<file path="config.mk">
export PLATFORM = sky130hd
export DESIGN_NAME = mem_port_arbiter
export DESIGN_NICKNAME = d
export VERILOG_FILES = /design/src/rtl/mem_port_arbiter.sv
export SDC_FILE = /design/constraint.sdc
export NUM_CORES = 1
export LEC_CHECK = 0
export CELL_PAD_IN_SITES_DETAIL_PLACEMENT = 1
export CELL_PAD_IN_SITES_GLOBAL_PLACEMENT = 2
export CORE_MARGIN = 1.5
export CORE_UTILIZATION = 23
export CTS_CLUSTER_DIAMETER = 60
export CTS_CLUSTER_SIZE = 24
export DETAILED_ROUTE_END_ITERATION = 6
export PLACE_DENSITY_LB_ADDON = 0.15
export RECOVER_POWER = 50
export SYNTH_ARGS = -nofsm -noshare
export SYNTH_HDL_FRONTEND = slang
export SYNTH_SLANG_ARGS = --single-unit
</file>
<file path="constraint.sdc">
create_clock -name clk -period 3.9 [get_ports clk]
set_input_delay 0.78 -clock clk [delete_from_list [all_inputs] [get_ports clk]]
set_output_delay 0.78 -clock clk [all_outputs]
set_load 0.1 [all_outputs]
</file>
<file path="src/rtl/mem_port_arbiter.sv">
// mem_port_arbiter: round-robin share of one backend memory port between fetch and vector data.
// Optional backend timeout with error response when ARB_TIMEOUT_EN is defined.
module mem_port_arbiter #(
    parameter int MEM_W          = 32,
    parameter int TIMEOUT_CYCLES = 1024
) (
    input  logic               clk,
    input  logic               rst,
    input  logic               prog_mode_i,
    input  logic               if_req_i,
    input  logic [31:0]        if_addr_i,
    output logic               if_gnt_o,
    output logic               if_rvalid_o,
    output logic [31:0]        if_rdata_o,
    output logic               if_err_o,
    input  logic               d_req_i,
    input  logic               d_we_i,
    input  logic [MEM_W/8-1:0] d_be_i,
    input  logic [31:0]        d_addr_i,
    input  logic [31:0]        d_wdata_i,
    output logic               d_gnt_o,
    output logic               d_rvalid_o,
    output logic [31:0]        d_rdata_o,
    output logic               d_err_o,
    output logic               mem_access_o,
    output logic               mem_we_o,
    output logic [31:0]        mem_addr_o,
    output logic [31:0]        mem_wdata_o,
    output logic [MEM_W/8-1:0] mem_be_o,
    input  logic [31:0]        mem_rdata_i,
    input  logic               mem_valid_i
);
    localparam int BE_W = MEM_W / 8;

    if (TIMEOUT_CYCLES < 2 || TIMEOUT_CYCLES > 65535) begin : g_bad_timeout
        $error("TIMEOUT_CYCLES out of range 2..65535");
    end

    typedef enum logic {IDLE, BUSY} state_t;

    state_t            r_state, w_next;
    logic              r_owner, r_last;  // 1 = data port, 0 = fetch port
    logic              r_we;
    logic [BE_W-1:0]   r_be;
    logic [31:0]       r_addr, r_wdata;
    logic              r_if_rvalid, r_d_rvalid, r_if_err, r_d_err;
    logic [31:0]       r_if_rdata, r_d_rdata;
    logic              w_gnt_if, w_gnt_d, w_grant, w_done, w_timeout, w_end;

`ifdef ARB_TIMEOUT_EN
    localparam int CNT_W = $clog2(TIMEOUT_CYCLES + 1);
    logic [CNT_W-1:0] r_cnt;
    always_ff @(posedge clk) begin
        if (rst)
            r_cnt <= '0;
        else if (w_grant)
            r_cnt <= '0;
        else if (r_state == BUSY && !mem_valid_i)
            r_cnt <= r_cnt + 1'b1;
    end
    assign w_timeout = r_state == BUSY && !mem_valid_i && r_cnt == CNT_W'(TIMEOUT_CYCLES - 1);
`else
    assign w_timeout = 1'b0;
`endif

    // Fetch wins a tie unless it owned the previous grant.
    always_comb begin
        w_gnt_if = r_state == IDLE && !prog_mode_i && if_req_i && (!d_req_i || r_last);
        w_gnt_d  = r_state == IDLE && !prog_mode_i && d_req_i && (!if_req_i || !r_last);
        w_grant  = w_gnt_if || w_gnt_d;
        w_done   = r_state == BUSY && mem_valid_i;
        w_end    = w_done || w_timeout;
        w_next   = w_grant ? BUSY : w_end ? IDLE : r_state;
    end

    always_ff @(posedge clk) begin
        if (rst) begin
            r_state     <= IDLE;
            r_owner     <= 1'b0;
            r_last      <= 1'b1;
            r_we        <= 1'b0;
            r_be        <= '0;
            r_addr      <= '0;
            r_wdata     <= '0;
            r_if_rvalid <= 1'b0;
            r_d_rvalid  <= 1'b0;
            r_if_err    <= 1'b0;
            r_d_err     <= 1'b0;
            r_if_rdata  <= '0;
            r_d_rdata   <= '0;
        end else begin
            r_state     <= w_next;
            r_if_rvalid <= w_end && !r_owner;
            r_d_rvalid  <= w_end && r_owner;
            r_if_err    <= w_timeout && !r_owner;
            r_d_err     <= w_timeout && r_owner;
            if (w_end && !r_owner)
                r_if_rdata <= w_done ? mem_rdata_i : '0;
            if (w_end && r_owner)
                r_d_rdata <= w_done ? mem_rdata_i : '0;
            if (w_grant) begin
                r_owner <= w_gnt_d;
                r_last  <= w_gnt_d;
                r_we    <= w_gnt_d && d_we_i;
                r_be    <= w_gnt_d ? d_be_i : '1;
                r_addr  <= w_gnt_d ? d_addr_i : if_addr_i;
                r_wdata <= w_gnt_d ? d_wdata_i : '0;
            end
        end
    end

    assign if_gnt_o     = w_gnt_if;
    assign d_gnt_o      = w_gnt_d;
    assign if_rvalid_o  = r_if_rvalid;
    assign d_rvalid_o   = r_d_rvalid;
    assign if_rdata_o   = r_if_rdata;
    assign d_rdata_o    = r_d_rdata;
    assign if_err_o     = r_if_err;
    assign d_err_o      = r_d_err;
    assign mem_access_o = r_state == BUSY;
    assign mem_we_o     = r_we;
    assign mem_addr_o   = r_addr;
    assign mem_wdata_o  = r_wdata;
    assign mem_be_o     = r_be;
endmodule

</file>
==> results of run 1 <==
cells by family after synthesis:
family | count (synthesis) | synth area share, %
AOI/OAI and AO/OA | 234 | 24.6
buffers and inverters | 72 | 6.23
DFF | 138 | 51.5
other | 1 | 0.0700
and+or+nand+nor | 213 | 17.5
sequential cells by signal, indices dropped and copies added, names as in the netlist, 4 cells and up:
register	flops
mem_wdata_o	32
mem_addr_o	32
mem_be_o	4
d_rdata_o	32
if_rdata_o	32
metal layers:
metal	wire length, um	GRT usage [%]
met1	9630	21.7
met2	10700	31.3
met3	1690	6.00
met4	500	7.30
met5	0	0
cell usage after synthesis, types with 3 or more instances:
cell type	n	share of area (%)
clkbuf_1	41	2.9
o221a_2	4	0.84
buf_2	21	2.0
a21oi_1	131	12
nor2_1	4	0.28
dfxtp_1	138	52
a311oi_1	32	5.2
nand2_1	132	9.2
o21ai_1	4	0.37
buf_4	4	0.56
inv_1	3	0.21
o21ai_0	61	5.7
nand3_1	66	6.2
buf_6	3	0.63
how the worst max path moves through the flow:
stage | cells past startpoint | to | from
final | 6 | mem_addr_o[17] | prog_mode_i
after global routing | 6 | mem_addr_o[23] | prog_mode_i
after CTS | 4 | if_gnt_o | if_req_i
after detailed placement | 4 | if_gnt_o | if_req_i
after global placement | 4 | if_gnt_o | if_req_i
after floorplan | 3 | if_gnt_o | mem_access_o
critical path: stages:
cell and delay (ns):
clkdlybuf4s50_1 0.49, or2_1 0.25, buf_4 0.24, nor2_1 1.02
clkbuf_2 0.59, a311oi_1 0.18
cell type report:
cell class | instances | share of cell area [%]
Multi-Input combinational cell | 449 | 25.4
Sequential cell | 138 | 31.2
Clock buffer | 19 | 5.00
Timing Repair Buffer | 288 | 32.1
Inverter | 3 | 0.127
Tap cell | 313 | 4.42
Clock inverter | 13 | 1.76
power by group through the flow:
stage | clock network, mW | registers, mW | logic, mW
3_5_place_dp | 0 | 1.54 | 0.957
5_1_grt | 1.78 | 1.51 | 0.988
3_3_place_gp | 0 | 1.53 | 0.947
4_1_cts | 1.72 | 1.51 | 0.960
6_report | 1.66 | 1.51 | 0.947
2_1_floorplan | 0 | 1.95 | 0.210
per-stage QoR:
stage | hold slack [ns] | instances | cell area, sq um
after floorplan | 0.462 | 659 | 5360
after global placement | 0.442 | 1191 | 8320
after detailed placement | 0.450 | 1191 | 8320
after CTS | 0.458 | 1223 | 8920
after global routing | 0.475 | 1223 | 8870
final | 0.457 | 1223 | 8870
==> metrics.txt, run 1 <==
outcome complete, but fails checks; failing checks max-capacitance violations, max-slew violations; clk slew on worst S/H paths 0.06 ns; Synth Cell Area around 0.0054 sq mm; Top FF cell, synth dfxtp_1; HPWL Detailed about 15 mm; relative slew slack -16.4%; Post-Syn Instances roughly 660; hold_sp d_rdata_o[19]; Netlist cell types 28; clock skew roughly 0.013 ns; kind of critical path in2reg; Final Critical Period ~3.3 ns; first-pass GRT wire length between 30 and 40 mm; Post-CTS Repair Setup Buffers 0; Seq/Total Area, Yosys slightly above 50%; Final Setup Violations 0; Tcrit/Tclk final 85.4%; worst r2r path cells 5; multi-input logic area 0.00226 sq mm; CTS buffer count 17; gpl congestion 0.725; nets between 1k and 1.5k; IO Pins roughly 280; Slew Limit Fails 144; pin count of the biggest net entering global routing 78; CTS sink cnt ~140; Ant. Diodes 0; required time worst endpoint 4.14 ns; all-layer global routing usage between 15 and 20%; RSZ-0062 raised after global routing no; Starting Density approximately a quarter; # fillers 2,607; drt drc 0; DR WL/cell roughly 18 um; RR Startpoint mem_access_o; post-CTS sizing 0; vias in the first global route 6,096; dpl ws between 0.8 and 0.9 ns; crit path setup slack, layout about 0.57 ns; initial antenna violation count 0; most common cell after layout, fill and taps aside clkdlybuf4s50_1; first-pass detailed-route iteration total 4; vias per cell about 4.8; switching part of the total 33.6%; Die Span X 156 um; crit path max fanout 34; NetSw 1.38 mW; worst vdd ir between 0.0002 and 0.00025 V; Root Buffer clkbuf_16; H-tree depth 4; number of synthesized register bits ~140; worst hold path class reg2reg; combinational power share a little under a quarter; Avg Cell Area, Syn approximately 8 sq um; overall power between 4 and 5 mW; # Max-Cap Violations 3; setup TNS 0 ns; Vias between 5k and 6k; Initial DRC Count 206; GRT overflow 0; Tightest Pin Transition 1.75 ns; port buffer count ~280; fin util approximately two fifths; Reg area ~0.0028 sq mm; Site Rows 55; Seq pwr share 36.6%; RR Endpoint mem_addr_o[17]; CTS tree built; area delta synth->final 65.4%; Hold Path End d_rdata_o[19]; cts hold-fix bufs 0; Post-synth EDFFs 0; most frequent cells in the layout 269 x clkdlybuf4s50_1, 138 x dfxtp_1, 131 x nand2_1, 131 x a21oi_1, 66 x nand3_1; layout cells sized above 1 5.93%; Synth warnings 0; Pwr Density about 460 mW/mm^2; Fin. Hold Viols 0; Clk Latency, worst-skew pair between 0.4 and 0.5 ns; die area 0.0242 sq mm; Final ANT Viol Nets 0; asr flop ratio synth 0%; Clock Path Buffers 2; Lkg Pwr approximately 2.9 nW; hold path depth 2; Startpoint Class input pin; Worst Setup End Kind flip-flop; CP arrival around 3.6 ns; clock power share around two fifths; Die Y 156 um; FF-to-FF setup slack 0.95 ns; Int Power 2.73 mW; CORE AREA between 0.02 and 0.025 sq mm; drt total wl between 20 and 25 mm; highest attainable clock frequency 300 MHz
Power figures use the tool's default switching activity.
==> inputs of run 2 (changes only) <==
--- a/config.mk
+++ b/config.mk
@@ -8,7 +8,7 @@
 export CELL_PAD_IN_SITES_DETAIL_PLACEMENT = 1
 export CELL_PAD_IN_SITES_GLOBAL_PLACEMENT = 2
 export CORE_MARGIN = 1.5
-export CORE_UTILIZATION = 23
+export CORE_UTILIZATION = 21
 export CTS_CLUSTER_DIAMETER = 60
 export CTS_CLUSTER_SIZE = 24
 export DETAILED_ROUTE_END_ITERATION = 6
==> constraint.sdc (replaced) <==
create_clock -name clk -period 3.46 [get_ports clk]
set_input_delay 0.692 -clock clk [delete_from_list [all_inputs] [get_ports clk]]
set_output_delay 0.692 -clock clk [all_outputs]
set_load 0.1 [all_outputs]
==> run 2 against run 1 <==
The flow still finishes with violations (max-capacitance violations, max-slew violations); core utilization decreased by 4.1 points; power increased by 15%; non-clock buffer count increased by 3; final cell count increased by 1.6%.
==> metrics.txt, run 2 (synthesis gave the netlist of run 1 again) <==
kind of critical path in2out; Startpoint Class input pin; Clock Path Buffers 2; first-pass GRT wire length about 36 mm; area delta synth->final 63.1%; WL met3 about 1.6 mm; post-CTS sizing 0; port buffer count 276; required time worst endpoint ~2.8 ns; drt total wl between 20 and 25 mm; fin util about a third; layout cells sized above 1 6.46%; hold_sp d_rdata_o[11]; Fin. Hold Viols 0; RR Endpoint mem_addr_o[11]; most frequent cells in the layout 231 x clkdlybuf4s50_1, 138 x dfxtp_1, 131 x nand2_1, 130 x a21oi_1, 66 x nand3_1; area post-placement approximately 0.0083 sq mm; setup TNS 0 ns; Slew Limit Fails 66; crit path max fanout 5; Initial DRC Count between 300 and 400; RSZ-0062 raised after global routing no; CORE AREA approximately 0.025 sq mm; multi-input logic area approximately 0.0023 sq mm; worst vdd ir about 0.00025 V; Clk Latency, worst-skew pair 0.41 ns; worst r2r path cells 4; Final Setup Violations 0; failing checks max-capacitance violations, max-slew violations; Starting Density a little over a fifth; Top Layer Used met5; Tcrit/Tclk final a little over four fifths; gpl congestion approximately 0.74; die area 0.0265 sq mm; CTS buffer count 17; Final Critical Period 2.94 ns; Ant. Diodes 0; pin count of the biggest net entering global routing 66; RR Startpoint mem_access_o; # Max-Cap Violations 1; most common cell after layout, fill and taps aside clkdlybuf4s50_1; Post-CTS Repair Setup Buffers 0; GRT overflow 0; hold path depth 2; relative slew slack -0.859%; worst hold path class reg2reg; CTS sink cnt around 140; IO Pins between 200 and 300; highest attainable clock frequency ~340 MHz; clk slew on worst S/H paths ~0.06 ns; cts hold-fix bufs 0; Tightest Pin Transition ~1.5 ns; Reg area approximately 0.0028 sq mm; # fillers slightly below 3k; Hold Path End d_rdata_o[11]; Pwr Density roughly 540 mW/mm^2; drt drc 0; Worst Setup End Kind output pin; H-tree depth 4; post-route cell area 0.00874 sq mm; Met2 Wirelength 11.4 mm; CP arrival about 2.3 ns; Root Buffer clkbuf_16; vias in the first global route 6,184; Site Rows slightly below 60; CTS tree built; outcome complete, but fails checks; overall power 4.72 mW; DR WL/cell about 19 um; Die Span X around 160 um; FF-to-FF setup slack ~0.95 ns; all-layer global routing usage between 10% and 20%; HPWL Detailed between 15 and 20 mm; met1 wire length 10.6 mm; Die Y between 150 and 200 um; nets roughly 1.0k; first-pass detailed-route iteration total 4; vias per cell between 4 and 5; Lkg Pwr 2.90 nW; clock skew ~0.013 ns; Vias 5,849; initial antenna violation count 1; Final ANT Viol Nets 0
-- run 2: cell types whose count changed in the layout (fill, tap and decap cells not counted), moves of 2 or more --
| cell | delta |
|---|---|
| buf_12 | +2 |
| buf_4 | +4 |
| clkbuf_1 | +37 |
| clkbuf_2 | -3 |
| clkdlybuf4s50_1 | -38 |
-- run 2: critical path, stage by stage --
cell and delay, ns:
dlygate4sd3_1 0.63, or3b_2 0.51, a21oi_2 0.20, buf_12 0.20
-- run 2: per-layer routing --
metal	global-route usage [%]	vias to the layer above
met5	0	-
met4	3.63	2
met3	5.42	10
met2	29.7	187
met1	22.3	2861
li1	-	2789
-- run 2: cell type report --
| type | count | share of cell area, % |
|---|---|---|
| tap | 330 | 4.72 |
| sequential | 138 | 31.6 |
| clock inverter | 14 | 2.09 |
| inverter | 3 | 0.129 |
| clock buffer | 18 | 5.02 |
| timing repair buffer | 291 | 30.5 |
| multi-input combinational | 449 | 26.0 |
-- run 2: worst max path at each step --
| stage | from | end | slack [ns] | cells after the start |
|---|---|---|---|---|
| 2_1_floorplan | mem_access_o | if_gnt_o | 0.47 | 3 |
| 3_3_place_gp | if_req_i | if_gnt_o | 0.63 | 4 |
| 3_5_place_dp | if_req_i | if_gnt_o | 0.62 | 4 |
| 4_1_cts | if_req_i | if_gnt_o | 0.60 | 4 |
| 5_1_grt | prog_mode_i | mem_addr_o[29] | 0.33 | 5 |
| 6_report | prog_mode_i | if_gnt_o | 0.52 | 4 |
-- run 2: metrics by stage --
step,worst slack (ns),hold WS (ns),std cells
5_1_grt,0.326,0.473,1243
4_1_cts,0.602,0.458,1243
3_3_place_gp,0.627,0.443,1211
6_report,0.520,0.455,1243
2_1_floorplan,0.466,0.462,659
3_5_place_dp,0.617,0.447,1211
-- run 2: where the power goes --
group          total [mW]  switching, mW  leakage, nW  internal (mW)
logic                1.07          0.761         1.47          0.307
clock network        1.96          0.785        0.300           1.17
registers            1.70         0.0395         1.12           1.66
